--- config.mk ---
export PLATFORM = sky130hd
export DESIGN_NAME = sid_phase_sched
export DESIGN_NICKNAME = d
export VERILOG_FILES = /design/src/rtl/sid_phase_sched.sv
export SDC_FILE = /design/constraint.sdc
export NUM_CORES = 1
export LEC_CHECK = 0
export ABC_AREA = 1
export CORE_MARGIN = 1.5
export CORE_UTILIZATION = 40
export CTS_BUF_LIST = sky130_fd_sc_hd__clkbuf_2 sky130_fd_sc_hd__clkbuf_4 sky130_fd_sc_hd__clkbuf_8
export CTS_CLUSTER_SIZE = 40
export DETAILED_ROUTE_END_ITERATION = 16
export GPL_TIMING_DRIVEN = 0
export PLACE_DENSITY = 0.58
export SLEW_MARGIN = 15
export SYNTH_ARGS = -nofsm -noshare
export SYNTH_HDL_FRONTEND = slang
export SYNTH_SLANG_ARGS = --single-unit
--- constraint.sdc ---
create_clock -name clk -period 2.66 [get_ports clk]
set_input_delay 0.399 -clock clk [delete_from_list [all_inputs] [get_ports clk]]
set_output_delay 0.399 -clock clk [all_outputs]
set_load 0.01 [all_outputs]
--- src/rtl/sid_phase_sched.sv ---
// sid_phase_sched: SID cycle phase/voice-slot sequencer with millisecond tick
// and bus write-slot arbitration around the shared waveform datapath.
module sid_phase_sched #(
    parameter int CYCLE_LEN = 32,
    parameter int MS_CYCLES = 1000
) (
    input  logic       clk,
    input  logic       res_n,
    input  logic       run,
    input  logic       wr_req,
    output logic       wr_ack,
    output logic [2:0] phase,
    output logic       voice_stb,
    output logic [1:0] voice_idx,
    output logic       tick_ms,
    output logic       busy
);
    localparam int CW = $clog2(CYCLE_LEN);
    localparam int MW = $clog2(MS_CYCLES);
    localparam logic [CW-1:0] C_LAST = CW'(CYCLE_LEN - 1);
    localparam logic [CW-1:0] C_HALF = CW'(CYCLE_LEN / 2);
    localparam logic [MW-1:0] M_LAST = MW'(MS_CYCLES - 1);

    typedef enum logic [1:0] {IDLE, RUN, STOP} state_t;

    state_t        state_q, state_d;
    logic [CW-1:0] cnt_q, cnt_d, cnt_inc;
    logic [MW-1:0] ms_q, ms_d;
    logic [2:0]    phase_q, phase_d;
    logic [1:0]    voice_idx_q, voice_idx_d;
    logic          voice_stb_q, voice_stb_d;
    logic          tick_ms_q, tick_ms_d;
    logic          wr_ack_q, wr_ack_d;
    logic          active, blocked;

    always_comb begin
        cnt_inc = (cnt_q == C_LAST) ? '0 : cnt_q + CW'(1);
        state_d = state_q;
        cnt_d   = cnt_inc;
        case (state_q)
            IDLE: begin
                state_d = run ? RUN : IDLE;
                cnt_d   = '0;
            end
            RUN:  if (!run) state_d = (cnt_q == C_LAST) ? IDLE : STOP;
            STOP: if (cnt_q == C_LAST) state_d = IDLE;
            default: begin
                state_d = IDLE;
                cnt_d   = '0;
            end
        endcase
        // Outputs decode the upcoming state so they line up with the cnt they describe
        active      = state_d != IDLE;
        phase_d     = active ? {cnt_d == C_LAST, cnt_d == C_HALF, cnt_d == '0} : 3'b000;
        voice_stb_d = active && cnt_d >= CW'(1) && cnt_d <= CW'(3);
        voice_idx_d = voice_stb_d ? 2'(cnt_d - CW'(1)) : 2'd0;
        blocked     = active && (voice_stb_d || cnt_d == C_LAST);
        wr_ack_d    = wr_req && !blocked && !wr_ack_q;
        ms_d        = phase_d[2] ? ((ms_q == M_LAST) ? '0 : ms_q + MW'(1)) : ms_q;
        tick_ms_d   = phase_d[2] && ms_q == M_LAST;
    end

    always_ff @(posedge clk or negedge res_n) begin
        if (!res_n) begin
            state_q     <= IDLE;
            cnt_q       <= '0;
            ms_q        <= '0;
            phase_q     <= '0;
            voice_stb_q <= 1'b0;
            voice_idx_q <= '0;
            tick_ms_q   <= 1'b0;
            wr_ack_q    <= 1'b0;
        end else begin
            state_q     <= state_d;
            cnt_q       <= cnt_d;
            ms_q        <= ms_d;
            phase_q     <= phase_d;
            voice_stb_q <= voice_stb_d;
            voice_idx_q <= voice_idx_d;
            tick_ms_q   <= tick_ms_d;
            wr_ack_q    <= wr_ack_d;
        end
    end

    assign phase     = phase_q;
    assign voice_stb = voice_stb_q;
    assign voice_idx = voice_idx_q;
    assign tick_ms   = tick_ms_q;
    assign wr_ack    = wr_ack_q;
    assign busy      = state_q != IDLE;
endmodule
Yosys cells after proc, flatten, opt, wreduce, memory -nomap -nowiden
Index checks and enable logic that the tools add are counted.
Widths: inputs -> output; s select.

storage, ports and cells
  flip-flop bits (word level) = 25
  bits in latches = 0
  bits in writable memories = 0
  memory bits (read-only) = 0
  input port bits = 4
  word-level logic and storage cells = 43
  memories kept = 0

operators by class
  $add $sub $neg = 3
  multiply operators = 0
  div/mod/pow operators = 0
  $lt $le $gt $ge = 2
  eq/ne operators = 6
  shifts and indexed selects = 0
  muxes and demuxes = 10
  bitwise operators = 0
  reduce and logical (&&, ||, !) cells = 14

operators by type and width
  kind                   number
  $eq 5x5->1 const B     3
  $add 10x1->10 const B  1
  $eq 10x10->1 const B   1
  $mux 10                1
  $mux 5                 2
  $mux 2                 4
  $logic_and 1x1->1      6
  $pmux 2 s3             1
  $add 5x1->5 const B    1
  $ge 5x1->1 const B     1
  $le 5x2->1 const B     1
  $logic_not 5->1        1
  $reduce_bool 2->1      2
  $mux 3                 1
  $eq 2x1->1 const B     1
  $eq 2x2->1 const B     1
  $logic_not 1->1        2
  $logic_not 2->1        1
  $reduce_or 2->1        1
  $sub 2x1->2 const B    1
  $logic_or 1x1->1       1
  $mux 1                 1

Logic depth before layout (Yosys ltp)
  depth after elaboration = 12
  depth in mapped cells = 16
  depth with buffers taken out = 16

Worst setup path after synthesis
OpenSTA, ideal clock, no wires.

  path kind = register -> register
  start point = register cnt_q[0]
  end point = register ms_q[4]
  setup time = 0.122 ns
  arrival = 2.179 ns
  required time = 2.538 ns
  slack = 0.360 ns
  stages on the path, launching flop included = 17
  path buffers = 1
  path through = dfrtp_1 -> ha_1 -> nand2_1 -> nor2_1 -> ha_1 -> nor2_4 -> nand2_1 -> inv_1 -> ha_1 -> inv_1 -> nor2_1 -> nand2_2 -> nor2_4 -> nand2_4 -> buf_6 -> nand2_1 -> o21ai_2

on the way
  elaborated cells between the ends (all ways) = 11
  those cells by class = add/sub: 1; eq/ne: 2; mux: 7; reduce/logical: 1

RTL lines
  element                                           line  text
  start: declaration                                27    logic [CW-1:0] cnt_q, cnt_d, cnt_inc;
  start signal: assignment                          75    cnt_q <= cnt_d;
  $add 5x1->5 / $eq 5x5->1 (equally long branches)  37    cnt_inc = (cnt_q == C_LAST) ? '0 : cnt_q + CW'(1);
  $mux 5 *                                          37
  $mux 5 *                                          40    case (state_q)
  named net cnt_d[1]                                27
  $eq 5x5->1 *                                      54    phase_d = active ? {cnt_d == C_LAST, cnt_d == C_HALF, cnt_d == '0} : 3'b000;
  $mux 3 *                                          54
  end signal: assignment                            76    ms_q <= ms_d;
  end: declaration                                  28    logic [MW-1:0] ms_q, ms_d;

Mark *: on every way through the listed nets, which the timed path passes. The rest lies on a longest branch.
A chain may end at the register's enable or synchronous reset.

Worst setup path in the final report
Ends and elaborated chain as after synthesis.

==> results.md <==
* Clock sinks at 25
* CP max stage cell: dfrtp_1
* Synthesis warning total at 0
* Site Rows at 21
* Die Area at 3940 um^2
* Netlist cell types at 23
* Mapped Area at 1430 um^2
* Worst reg2reg setup slack at 0.18 ns
* Pins Over Slew Limit at 0
* Worst Setup End Kind: flip-flop
* Cell count after synthesis at 174
* Synth Area in Compound Gates at 3.77%
* Initial antenna violation count at 0
* Drt via density at 4.81
* Die Wd at 62.8 um
* Period utilization at 93.3%
* Initial Util at 42.2%
* Clock Pin Slew Worst Setup and Hold Paths at 0.14 ns
* WL per Instance at 10.9 um
* Crit-path cells: ha_1 -> nand2_1 -> nor2_1 -> ha_2 -> nor2_4 -> nand2_1 -> inv_1 -> ha_1 -> inv_1 -> nor2_1 -> nand2_2 -> nor2_4 -> nand2_4 -> buf_6 -> nand2_1 -> o21ai_2
* Crit Reg-Reg Endpoint: ms_q[4]$_DFFE_PN0P_
* Layout cells sized above 1 at 13.1%
* Largest family of logic cells by synthesized area: simple AND/OR/NAND/NOR gates
* HP Class: in -> async
* Overall power at 1.20 mW
* Hold buffers post-CTS at 0
* Worst Path Required at 2.89 ns
* Final hold slack at 0.0360 ns
* Post-synthesis simple-gate area fraction at 31.1%
* Slew @ Worst Pin at 0.545 ns
* GPL Wtd Cong at 0.844
* Slew HR at 63.7%
* All-Layer GR Usage at 15.0%
* Final Hold Viols at 0
* Ant. Diodes at 0
* First-pass GRT wire length at 4750 um
* DP Cell Count at 232
* Dpl hpwl at 1930 um
* Power density cells at 730 nW/um^2
* Initial drt markers at 18
* I/O Buffers at 12
* Seq/Total Area, Yosys at 43.8%
* CTS HTree Levels at 1
* Area of the core at 3390 um^2
* Routed vias at 1,141
* Post-route clock skew at 0.0123 ns
* WS Path Type: reg -> reg
* Worst Path Max Fanout at 10
* Crit path largest cell delay at 0.43 ns
* Yosys reg bits at 25
* R2R depth at 16
* TritonRoute pass-1 iters at 4
* Layout Cells excl Fill at 237
* Clock latency on the worst-skew pair at 0.32 ns
* Num CTS Buffers at 3
* Clk root buf: clkbuf_4
* Nets at 206
* Reg2Reg Launch Point: cnt_q[0]$_DFF_PN0_
* Post-route ant nets at 0
* Final wirelength at 2590 um
* Clock tree from TritonCTS: yes
* Critical Path Start: cnt_q[0]$_DFF_PN0_
* Synthesized net count at 188
* CP Launch Type: flip-flop
* Vias in the first global route at 1,108
* DIE HEIGHT at 62.8 um
* Ports at 13
* Setup-failing EPs final at 0
* Pleak at 0.878 nW
* Bufs on Longest Clock Path at 2
* Synth Area in Adders at 8.76%
* Xor/xnor cell area share of the yosys netlist at 3.68%
* Multiplexer share of the synthesized area at 0%
* Mapped Avg Cell Area at 8.21 um^2
* Grt ovf at 0
* DRC Markers at 0
* Final worst slack at 0.178 ns
* Largest net degree at the start of global routing at 26
* Crit path to: ms_q[4]$_DFFE_PN0P_
* Final worst path period need at 2.48 ns
* Maximum vdd drop at 0.452 mV
* Pre-CTS WS at 0.0641 ns
* Achievable Freq at 403 MHz
* Outcome: finished clean
* Worst EP arrival at 2.71 ns
* Synth-to-layout area growth at 14.9%
* Top cell by count, worst path: nand2_1
* Maximum Capacitance Violations at 0
==> how the worst min path moves through the flow <==
stage	startpoint	end	slack, ns	cells past startpoint
2_1_floorplan	res_n	cnt_q[0]$_DFF_PN0_	0.10	0
3_3_place_gp	ms_q[9]$_DFFE_PN0P_	ms_q[9]$_DFFE_PN0P_	0.53	2
3_5_place_dp	ms_q[6]$_DFFE_PN0P_	ms_q[6]$_DFFE_PN0P_	0.55	2
4_1_cts	ms_q[6]$_DFFE_PN0P_	ms_q[6]$_DFFE_PN0P_	0.58	2
5_1_grt	res_n	ms_q[2]$_DFFE_PN0P_	0.08	1
6_report	res_n	ms_q[1]$_DFFE_PN0P_	0.04	1
==> layer usage <==
layer / wire length [um] / global-route usage, % / vias to the layer above / part of all wire (%)
met5: 0 / 0 / - / 0
met4: 59 / 5.83 / 0 / 2.3
met3: 66 / 1.80 / 7 / 2.6
met2: 1130 / 24.2 / 22 / 44
met1: 1330 / 20.5 / 530 / 52
li1: - / - / 582 / -
==> worst max-delay path: cells and delay by family (launching register included) <==
kind / cells / cell delay [ns]
buffers and inverters: 3 / 0.31
AOI/OAI and AO/OA: 1 / 0.05
DFF: 1 / 0.43
adders and majority gates: 3 / 0.60
and+or+nand+nor: 9 / 1.00
==> synth_stat cells <==
library cell | number | area share [%]
xnor2_1 | 3 | 1.8
nand2_4 | 1 | 0.79
inv_2 | 6 | 1.6
inv_1 | 25 | 6.6
o21ai_2 | 3 | 1.8
o21ai_1 | 3 | 1.1
nand4_1 | 6 | 2.6
nand3_2 | 1 | 0.70
dfrtp_1 | 25 | 44
nand3_1 | 18 | 6.3
nand2_2 | 1 | 0.44
nand2_1 | 44 | 12
nor3_1 | 3 | 1.1
ha_1 | 10 | 8.8
xor2_1 | 3 | 1.8
buf_6 | 1 | 0.79
a21oi_1 | 1 | 0.35
nor3_2 | 1 | 0.70
nor2_1 | 14 | 3.7
nor2_4 | 2 | 1.6
o211ai_1 | 1 | 0.53
and3_1 | 1 | 0.44
nand3_4 | 1 | 1.2
==> layout make-up <==
cell class,count,area [um^2]
repair buffers,13,123
clock buffers,4,30.0
inverters,31,116
plain buffers,1,11.3
fillers,317,1750
flip-flops and latches,25,626
multi-input cells,117,678
well taps,46,57.6
==> logic make-up after synthesis <==
family                     count (synthesis)
adders and majority gates                 10
and+or+nand+nor                           93
AOI/OAI and AO/OA                          8
DFF                                       25
xor gates and xnor gates                   6
buffers and inverters                     32
==> what timing repair did <==
action                     CTS  global route
gates resized for setup      0             2
buffers inserted             0             1
setup endpoints to repair    0            10
==> power breakdown <==
group | total, mW | switching [mW] | internal (mW)
Combinational | 0.544 | 0.324 | 0.220
Clock | 0.180 | 0.111 | 0.0689
Sequential | 0.474 | 0.0362 | 0.438
Total | 1.20 | 0.472 | 0.727
==> metrics by stage <==
| step | TNS [ns] | instance area, um^2 | util, % |
|---|---|---|---|
| 2_1_floorplan | 0 | 1430 | - |
| 3_5_place_dp | 0 | 1610 | 47.4 |
| 5_1_grt | -0.00558 | 1640 | 48.4 |
| 6_report | 0 | 1640 | 48.4 |
| 4_1_cts | 0 | 1640 | 48.3 |
| 3_3_place_gp | 0 | 1610 | 47.4 |
==> sequential cells by signal, indices dropped and copies added, names as in the netlist <==
name       cells
ms_q          10
wr_ack         1
tick_ms        1
state_q        2
voice_idx      2
voice_stb      1
phase          3
cnt_q          5
==> placed cells by master, fill, tap and decap left out <==
cell and n:
and3_1 1, xnor2_1 3, o21ai_1 3, dfrtp_1 25
clkbuf_4 4, nand2_1 44, ha_1 9, a21oi_1 1
nand2_2 1, nand3_2 1, o211ai_1 1, buf_6 1
clkdlybuf4s50_1 11, buf_2 1, nand3_1 18, inv_2 7
nor2_4 2, nand4_1 6, xor2_1 3, nor3_1 3
nor2_1 14, ha_2 1, inv_1 24, nand2_4 1
buf_4 1, nor3_2 1, nand3_4 1, o21ai_2 3
No activity file was read; power rests on OpenSTA's default activity.
